$ cat src/rtl/ga_pkg.sv
// Shared definitions for the Cartesian GA core: controller phase codes,
// evaluation-engine state codes and the fitness width derived from the
// primary input count.
package ga_pkg;

  typedef enum logic [2:0] {
    PH_IDLE    = 3'b000,
    PH_FITNESS = 3'b001,
    PH_SELECT  = 3'b010,
    PH_MUTATE  = 3'b011,
    PH_INIT    = 3'b100,
    PH_DONE    = 3'b111
  } phase_e;

  // Evaluation engine states the controller reacts to.
  localparam logic [2:0] EVAL_FOUND    = 3'b101;
  localparam logic [2:0] EVAL_FINISHED = 3'b110;

  // Fitness counts mismatching truth-table rows, so it needs two bits of headroom.
  function automatic int fitnessWidth(input int primaryInputCount);
    return primaryInputCount + 32'sd2;
  endfunction

endpackage

$ cat src/rtl/ga_elite_tracker.sv
// Best-gene tracker: watches the evaluation engine's gene counter and keeps
// the lowest fitness seen since the last reload together with its gene index.
// Ties keep the earlier index. A counter decrease (engine re-armed) only
// resynchronises the stored counter copy.
module ga_elite_tracker #(
  parameter int fitWidth = 10
) (
  input  logic                clk,
  input  logic                reset,
  input  logic                trackEn,
  input  logic                reload,
  input  logic [7:0]          fitCounter,
  input  logic [fitWidth-1:0] fitness,
  output logic [fitWidth-1:0] bestFitness,
  output logic [7:0]          bestIndex
);

  logic [7:0]          prevCount;
  logic                newGene;
  logic [fitWidth-1:0] bestNext;
  logic [7:0]          indexNext;

  // Decide whether a freshly evaluated gene beats the current best.
  always_comb begin
    newGene   = (fitCounter > prevCount);
    bestNext  = bestFitness;
    indexNext = bestIndex;
    if (reload) begin
      bestNext  = '1;
      indexNext = 8'd0;
    end else if (trackEn && newGene && (fitness < bestFitness)) begin
      bestNext  = fitness;
      indexNext = fitCounter - 8'd1;
    end else begin
      bestNext  = bestFitness;
      indexNext = bestIndex;
    end
  end

  // Hold the counter copy and the best-gene record.
  always_ff @(posedge clk or posedge reset) begin
    if (reset) begin
      prevCount   <= 8'd0;
      bestFitness <= '1;
      bestIndex   <= 8'd0;
    end else begin
      prevCount   <= fitCounter;
      bestFitness <= bestNext;
      bestIndex   <= indexNext;
    end
  end

endmodule

$ cat src/rtl/ga_phase_controller.sv
// Top-level GA sequencer. Drives the phase code shared by the initialiser,
// evaluation, selection and mutation blocks, counts generations and stops on
// a perfect gene or when the generation budget is used up.
// Optional feature macro: GA_ELITE_TRACK_EN enables per-generation best-gene
// tracking; without it bestFitness/bestIndex are tied to all ones / zero.
module ga_phase_controller import ga_pkg::*; #(
  parameter int population        = 24,
  parameter int maxGeneration     = 1000,
  parameter int geneResultBit     = 2,
  parameter int primaryInputCount = 8,
  parameter int genBit            = 16
) (
  input  logic                                       clk,
  input  logic                                       reset,
  input  logic                                       start,
  input  logic                                       initDone,
  input  logic                                       selectDone,
  input  logic                                       mutateDone,
  input  logic [2:0]                                 state_evaluationFSM,
  input  logic [7:0]                                 fitCounter,
  input  logic [fitnessWidth(primaryInputCount)-1:0] fitness,
  output logic [2:0]                                 state_controller,
  output logic [genBit-1:0]                          generation,
  output logic [fitnessWidth(primaryInputCount)-1:0] bestFitness,
  output logic [7:0]                                 bestIndex,
  output logic                                       busy,
  output logic                                       done,
  output logic                                       found
);

  localparam int                FW        = fitnessWidth(primaryInputCount);
  localparam logic [genBit-1:0] GEN_LIMIT = genBit'(maxGeneration);
  localparam logic [genBit-1:0] GEN_ONE   = genBit'(1);

  phase_e            phase;
  phase_e            phaseNext;
  logic [genBit-1:0] genNext;
  logic              doneNext;
  logic              foundNext;
  logic              busyNext;
  logic              reloadTracker;

  // Population size and perfect-fitness value are fixed by the neighbouring blocks.
  logic unusedParams;
  assign unusedParams = ^{32'(population), 32'(geneResultBit)};

  assign state_controller = phase;

  // Next phase, generation count and run flags.
  always_comb begin
    phaseNext     = phase;
    genNext       = generation;
    doneNext      = done;
    foundNext     = found;
    reloadTracker = 1'b0;
    case (phase)
      PH_IDLE: begin
        if (start) begin
          phaseNext     = PH_INIT;
          genNext       = '0;
          doneNext      = 1'b0;
          foundNext     = 1'b0;
          reloadTracker = 1'b1;
        end else begin
          phaseNext = PH_IDLE;
        end
      end
      PH_INIT: begin
        if (initDone) begin
          phaseNext = PH_FITNESS;
        end else begin
          phaseNext = PH_INIT;
        end
      end
      PH_FITNESS: begin
        if (state_evaluationFSM == EVAL_FOUND) begin
          phaseNext = PH_DONE;
          doneNext  = 1'b1;
          foundNext = 1'b1;
        end else if (state_evaluationFSM == EVAL_FINISHED) begin
          phaseNext = PH_SELECT;
        end else begin
          phaseNext = PH_FITNESS;
        end
      end
      PH_SELECT: begin
        if (selectDone) begin
          phaseNext = PH_MUTATE;
        end else begin
          phaseNext = PH_SELECT;
        end
      end
      PH_MUTATE: begin
        if (mutateDone) begin
          reloadTracker = 1'b1;
          // Saturate rather than wrap once the budget is reached.
          if (generation < GEN_LIMIT) begin
            genNext = generation + GEN_ONE;
          end else begin
            genNext = generation;
          end
          if (genNext == GEN_LIMIT) begin
            phaseNext = PH_DONE;
            doneNext  = 1'b1;
            foundNext = 1'b0;
          end else begin
            phaseNext = PH_FITNESS;
          end
        end else begin
          phaseNext = PH_MUTATE;
        end
      end
      PH_DONE: begin
        doneNext = 1'b1;
        if (!start) begin
          phaseNext = PH_IDLE;
        end else begin
          phaseNext = PH_DONE;
        end
      end
      default: begin
        phaseNext = PH_IDLE;
      end
    endcase
    busyNext = (phaseNext != PH_IDLE) && (phaseNext != PH_DONE);
  end

  // Phase, generation and status registers.
  always_ff @(posedge clk or posedge reset) begin
    if (reset) begin
      phase      <= PH_IDLE;
      generation <= '0;
      busy       <= 1'b0;
      done       <= 1'b0;
      found      <= 1'b0;
    end else begin
      phase      <= phaseNext;
      generation <= genNext;
      busy       <= busyNext;
      done       <= doneNext;
      found      <= foundNext;
    end
  end

`ifdef GA_ELITE_TRACK_EN
  ga_elite_tracker #(
    .fitWidth(FW)
  ) eliteTracker (
    .clk        (clk),
    .reset      (reset),
    .trackEn    (phase == PH_FITNESS),
    .reload     (reloadTracker),
    .fitCounter (fitCounter),
    .fitness    (fitness),
    .bestFitness(bestFitness),
    .bestIndex  (bestIndex)
  );
`else
  logic unusedTrackInputs;
  assign unusedTrackInputs = ^{fitCounter, fitness, reloadTracker};
  assign bestFitness       = {FW{1'b1}};
  assign bestIndex         = 8'd0;
`endif

endmodule
$ cat config.mk
export PLATFORM = sky130hd
export DESIGN_NAME = ga_phase_controller
export DESIGN_NICKNAME = d
export VERILOG_FILES = /design/src/rtl/ga_pkg.sv /design/src/rtl/ga_elite_tracker.sv /design/src/rtl/ga_phase_controller.sv
export SDC_FILE = /design/constraint.sdc
export NUM_CORES = 1
export LEC_CHECK = 0
export ABC_AREA = 1
export CAP_MARGIN = 20
export CORE_MARGIN = 2
export CORE_UTILIZATION = 32
export DETAILED_ROUTE_END_ITERATION = 10
export MAX_ROUTING_LAYER = met4
export PLACE_DENSITY = 0.71
export SETUP_SLACK_MARGIN = 0.15
export SLEW_MARGIN = 10
export SYNTH_ARGS = -nofsm -noshare
export SYNTH_HDL_FRONTEND = slang
export SYNTH_SLANG_ARGS = --single-unit
export TNS_END_PERCENT = 5
$ cat constraint.sdc
create_clock -name clk -period 4.28 [get_ports clk]
set_input_delay 1.284 -clock clk [delete_from_list [all_inputs] [get_ports clk]]
set_output_delay 1.284 -clock clk [all_outputs]
set_load 0.02 [all_outputs]
* Word-level counts from Yosys, hierarchy flattened
Index checks and enable logic that the tools add are counted. W data, S select, Z words.
Cells by class: eq/ne operators 13, $lt $le $gt $ge 1, $add $sub $neg 1, muxes and demuxes 23, reduce and logical (&&, ||, !) cells 9
Operator list (number):
- $mux W16 | 5
- $pmux W16 S2 | 1
- $mux W3 | 6
- $pmux W3 S6 | 1
- $add A16 B1 Y16 const B | 1
- $eq A16 B10 Y1 const B | 1
- $lt A16 B10 Y1 const B | 1
- $eq A3 B3 Y1 const B | 4
- $reduce_and A5 Y1 | 2
- $ne A2 B2 Y1 const B | 4
- $mux W1 | 7
- $eq A3 B2 Y1 const B | 2
- $reduce_bool A3 Y1 | 2
- $pmux W1 S4 | 1
- $reduce_bool A4 Y1 | 1
- $eq A3 B1 Y1 const B | 1
- $logic_not A3 Y1 | 1
- $ne A3 B3 Y1 const B | 1
- $pmux W1 S3 | 1
- $reduce_and A3 Y1 | 1
- $mux W2 | 1
- $reduce_bool A2 Y1 | 1
- $logic_and A1 B1 Y1 | 1
Storage, ports and cells: input port bits 27, output and inout port bits 40, flip-flop bits (word level) 22

* Depth between registers and ports, before layout
depth after elaboration 10, gate-level depth with buffers 16, depth with buffers taken out 16

* Worst setup path before layout
Ideal clock, no wire load.
path type input to register, start in state_evaluationFSM[2], end reg busy, setup slack 2.073 ns, required time 4.163 ns, data arrival time 2.091 ns, buffers on the path 0, stages 8, setup time 0.117 ns, cells stage by stage nand2_1 -> nor2_1 -> nand2_1 -> nand2_1 -> a2111oi_0 -> nand3_1 -> nand2_1 -> nand2_1
Between the ends: word-level cells in the longest chain between the ends 6, elaborated cells between the ends (all ways) 8
RTL lines:
- from (decl) | RTL line ga_phase_controller.sv:19 | input logic [2:0] state_evaluationFSM,
- $eq A3 B3 Y1 | RTL line ga_phase_controller.sv:80 | end else if (state_evaluationFSM == EVAL_FINISHED) begin
- $mux W2 | RTL line ga_phase_controller.sv:80
- $mux W3 * | RTL line ga_phase_controller.sv:76 | if (state_evaluationFSM == EVAL_FOUND) begin
- $pmux W3 S6 * | RTL line ga_phase_controller.sv:56 | case (phase)
- $ne A3 B3 Y1 or $reduce_bool A3 Y1 (tied branches) | RTL line ga_phase_controller.sv:125 | busyNext = (phaseNext != PH_IDLE) && (phaseNext != PH_DONE);
- $logic_and A1 B1 Y1 * | RTL line ga_phase_controller.sv:125
- net busyNext | RTL line ga_phase_controller.sv:40 | logic busyNext;
- to (signal assigned) | RTL line ga_phase_controller.sv:139 | busy <= busyNext;
- to (decl) | RTL line ga_phase_controller.sv:26 | output logic busy,
The timed path passes the listed nets; every way through them passes the cells marked *. A chain may end at the register's enable or synchronous reset.

* Worst setup path after layout
start reg phase[2] (netlist: state_controller[2]), end out state_controller[2]
RTL lines:
- from (decl) | RTL line ga_phase_controller.sv:35 | phase_e phase;
- from (signal assigned) | RTL line ga_phase_controller.sv:137 | phase <= phaseNext;
- to (decl) | RTL line ga_phase_controller.sv:22 | output logic [2:0] state_controller,
No word-level cell between the ends.

==> metrics.cfg <==
[finish]
drive_gt1_share_pct = 7.480
layout_commonest_cell = nand2_1
layout.nets = 283
layout_common_cells = nand2_1, clkdlybuf4s50_1, inv_1
diodes = 0
finalNonFillerCells = 308
synthToLayoutAreaGrowth_pct = 20.87

[timing]
relSlewSlack_pct = 43.36
fin_crit_sh_pct = 63.66
finalMaxSlewViolations = 0
setup_viol = 0
hold_viol_final = 0
fin_tns_setup_ns = 0
fin_ws_ns = 1.555
maxClockFrequency_mhz = 367.0
post-route-min-period_ns = 2.725
tightest_slew_ns = 0.8486
rsz0062_at_grt = false
clock_skew_ns = 0.004535

[setup_path]
critPathBufInv = 1
cp-end-kind = primary output
cp.required_ns = 3.00
cp.arrival_ns = 1.44
cpPeakStageDelay_ns = 0.67
cp_max_fo = 9
start_kind = flop
crit_family = buffers and inverters
cp_cell_sequence = clkdlybuf4s50_1
crit_cells = 1
crit_slowest_cell = clkdlybuf4s50_1
critical_path_class = flop to primary output
r2r_cells = 15

[floorplanning]
core-area_mm2 = 0.004692
die_w_um = 73.52
num_rows = 25
dieArea_mm2 = 0.005405
ios = 67
start_util_pct = 32.96
die_height_um = 73.52

[logic_synthesis]
synth-seq-cells = 22
ys_top_cells_by_area = dfrtp_1, nand2_1, buf_4
synth_cells = 226
avgSynthCellArea_um2 = 6.843
synth_top_area_share_pct = 35.60
synth_warnings = 0
synthDistinctLibCells = 27
yosysTopAreaCell = dfrtp_1
yosysSeqAreaShare_pct = 35.60
syn_area_mm2 = 0.001546

[placement]
gp_congestion = 0.8538
place_ws_ns = 1.385
io_buffer_count = 30
dp.final_hpwl_mm = 2.565
place_inst = 304

[cts]
cts_buffers = 3
postCtsSetupBuffers = 0
clkLatencyLatePin_ns = 0.27
cts_hold_buffers = 0
clkSinkCount = 22
cts_buffer_depth = 2
clkSlewWorstSetupHoldPaths_ns = 0.08
cts_tree = yes
cts.repair.resized = 0
htree_levels = 1
cts_root_buf = clkbuf_8

[grt]
grt_antenna_before_repair = 0
track_usage_pct = 13.95
grt_max_degree = 23
grt_pass1_vias = 1297
grt_pass1_wl_mm = 5.699
overflow = 0

[power_and_ir_drop]
vdd_drop_max_mv = 0.1694
leakagePower_nw = 0.9076
p_per_area_mw_per_mm2 = 396.4

[route]
met1_length_mm = 1.596
viasPerCell = 4.675
dr.pass1.iters = 4
wl_met3_um = 126
drc = 0
post_drt_wl_per_cell_um = 10.86
drt_iter0_markers = 62
route.top_layer_used = met4
routed_wl_mm = 3.346
ant_nets = 0
wl_met2_mm = 1.570
vias = 1440

[min_path]
hp-class = flop to flop
min_delay_path_depth = 2

[job]
maxCapViolCount = 0

[outcome]
status = finished clean

## flip-flops by register name (all words and copies together), names as in the netlist
signal and cells:
found 1, done 1, busy 1, state_controller 3, generation 16
## cell usage after synthesis
master and count:
o21ai_1 1, inv_1 26, nor3_1 3, o21ai_0 5
nand2_2 5, inv_2 3, o22ai_1 8, dfrtp_1 22
xor2_1 1, a2111oi_0 1, buf_6 1, nor2_1 21
buf_4 18, a21boi_2 1, nor2_4 2, clkbuf_1 1
conb_1 2, nand3b_1 3, a21oi_1 3, ha_1 1
nand4_1 2, buf_2 2, nand2_1 67, nor4_1 1
nor2_2 4, o21a_1 3, nand3_1 19
## metrics by stage
stage	area [um^2]	utilization, %	power, mW	hold WS [ns]
global route	1869	39.84	0.7977	0.5227
CTS	1869	39.84	0.7489	0.4870
floorplan	1607	-	0.5031	0.5753
detailed placement	1814	38.67	0.5958	0.4638
finish	1869	39.84	0.7411	0.4846
global placement	1814	38.67	0.5916	0.4716
## routing by layer
layer,track usage (%),up-vias
met5,-,-
met4,5.455,0
met3,1.646,5
met2,21.53,39
met1,18.65,655
li1,-,741
## worst paths after layout
kind | to | startpoint | slack (ns)
worst min-delay path | found | found | 0.48
max in group asynchronous | generation[7] | reset | 2.28
worst min register to register | found | found | 0.48
min in group asynchronous | generation[4] | reset | 1.48
worst max-delay path | state_controller[2] | state_controller[2] | 1.56
worst max register to register | busy | generation[9] | 2.23
## logic make-up after synthesis
group | Yosys count | synth area share (%)
simple gates | 127 | 36.25
buf+inv | 51 | 17.39
compound gates | 22 | 8.899
flops | 22 | 35.60
other cells | 2 | 0.4856
xor+xnor | 1 | 0.5664
fa+ha+maj | 1 | 0.8089
## cell type report
class | instances | area (um^2)
repair buffers | 30 | 300.3
clock buffers | 4 | 55.05
well taps | 54 | 67.56
flip-flops and latches | 22 | 550.5
multi-input cells | 169 | 787.0
fillers | 512 | 2823
inverters | 29 | 108.9
## where the power goes
part | internal, mW | switching (mW) | leakage [nW]
registers | 0.238 | 0.0356 | 0.299
clock network | 0.0822 | 0.0715 | 0.0288
logic | 0.123 | 0.191 | 0.580
total | 0.443 | 0.298 | 0.908
No activity file was read; power rests on OpenSTA's default activity.
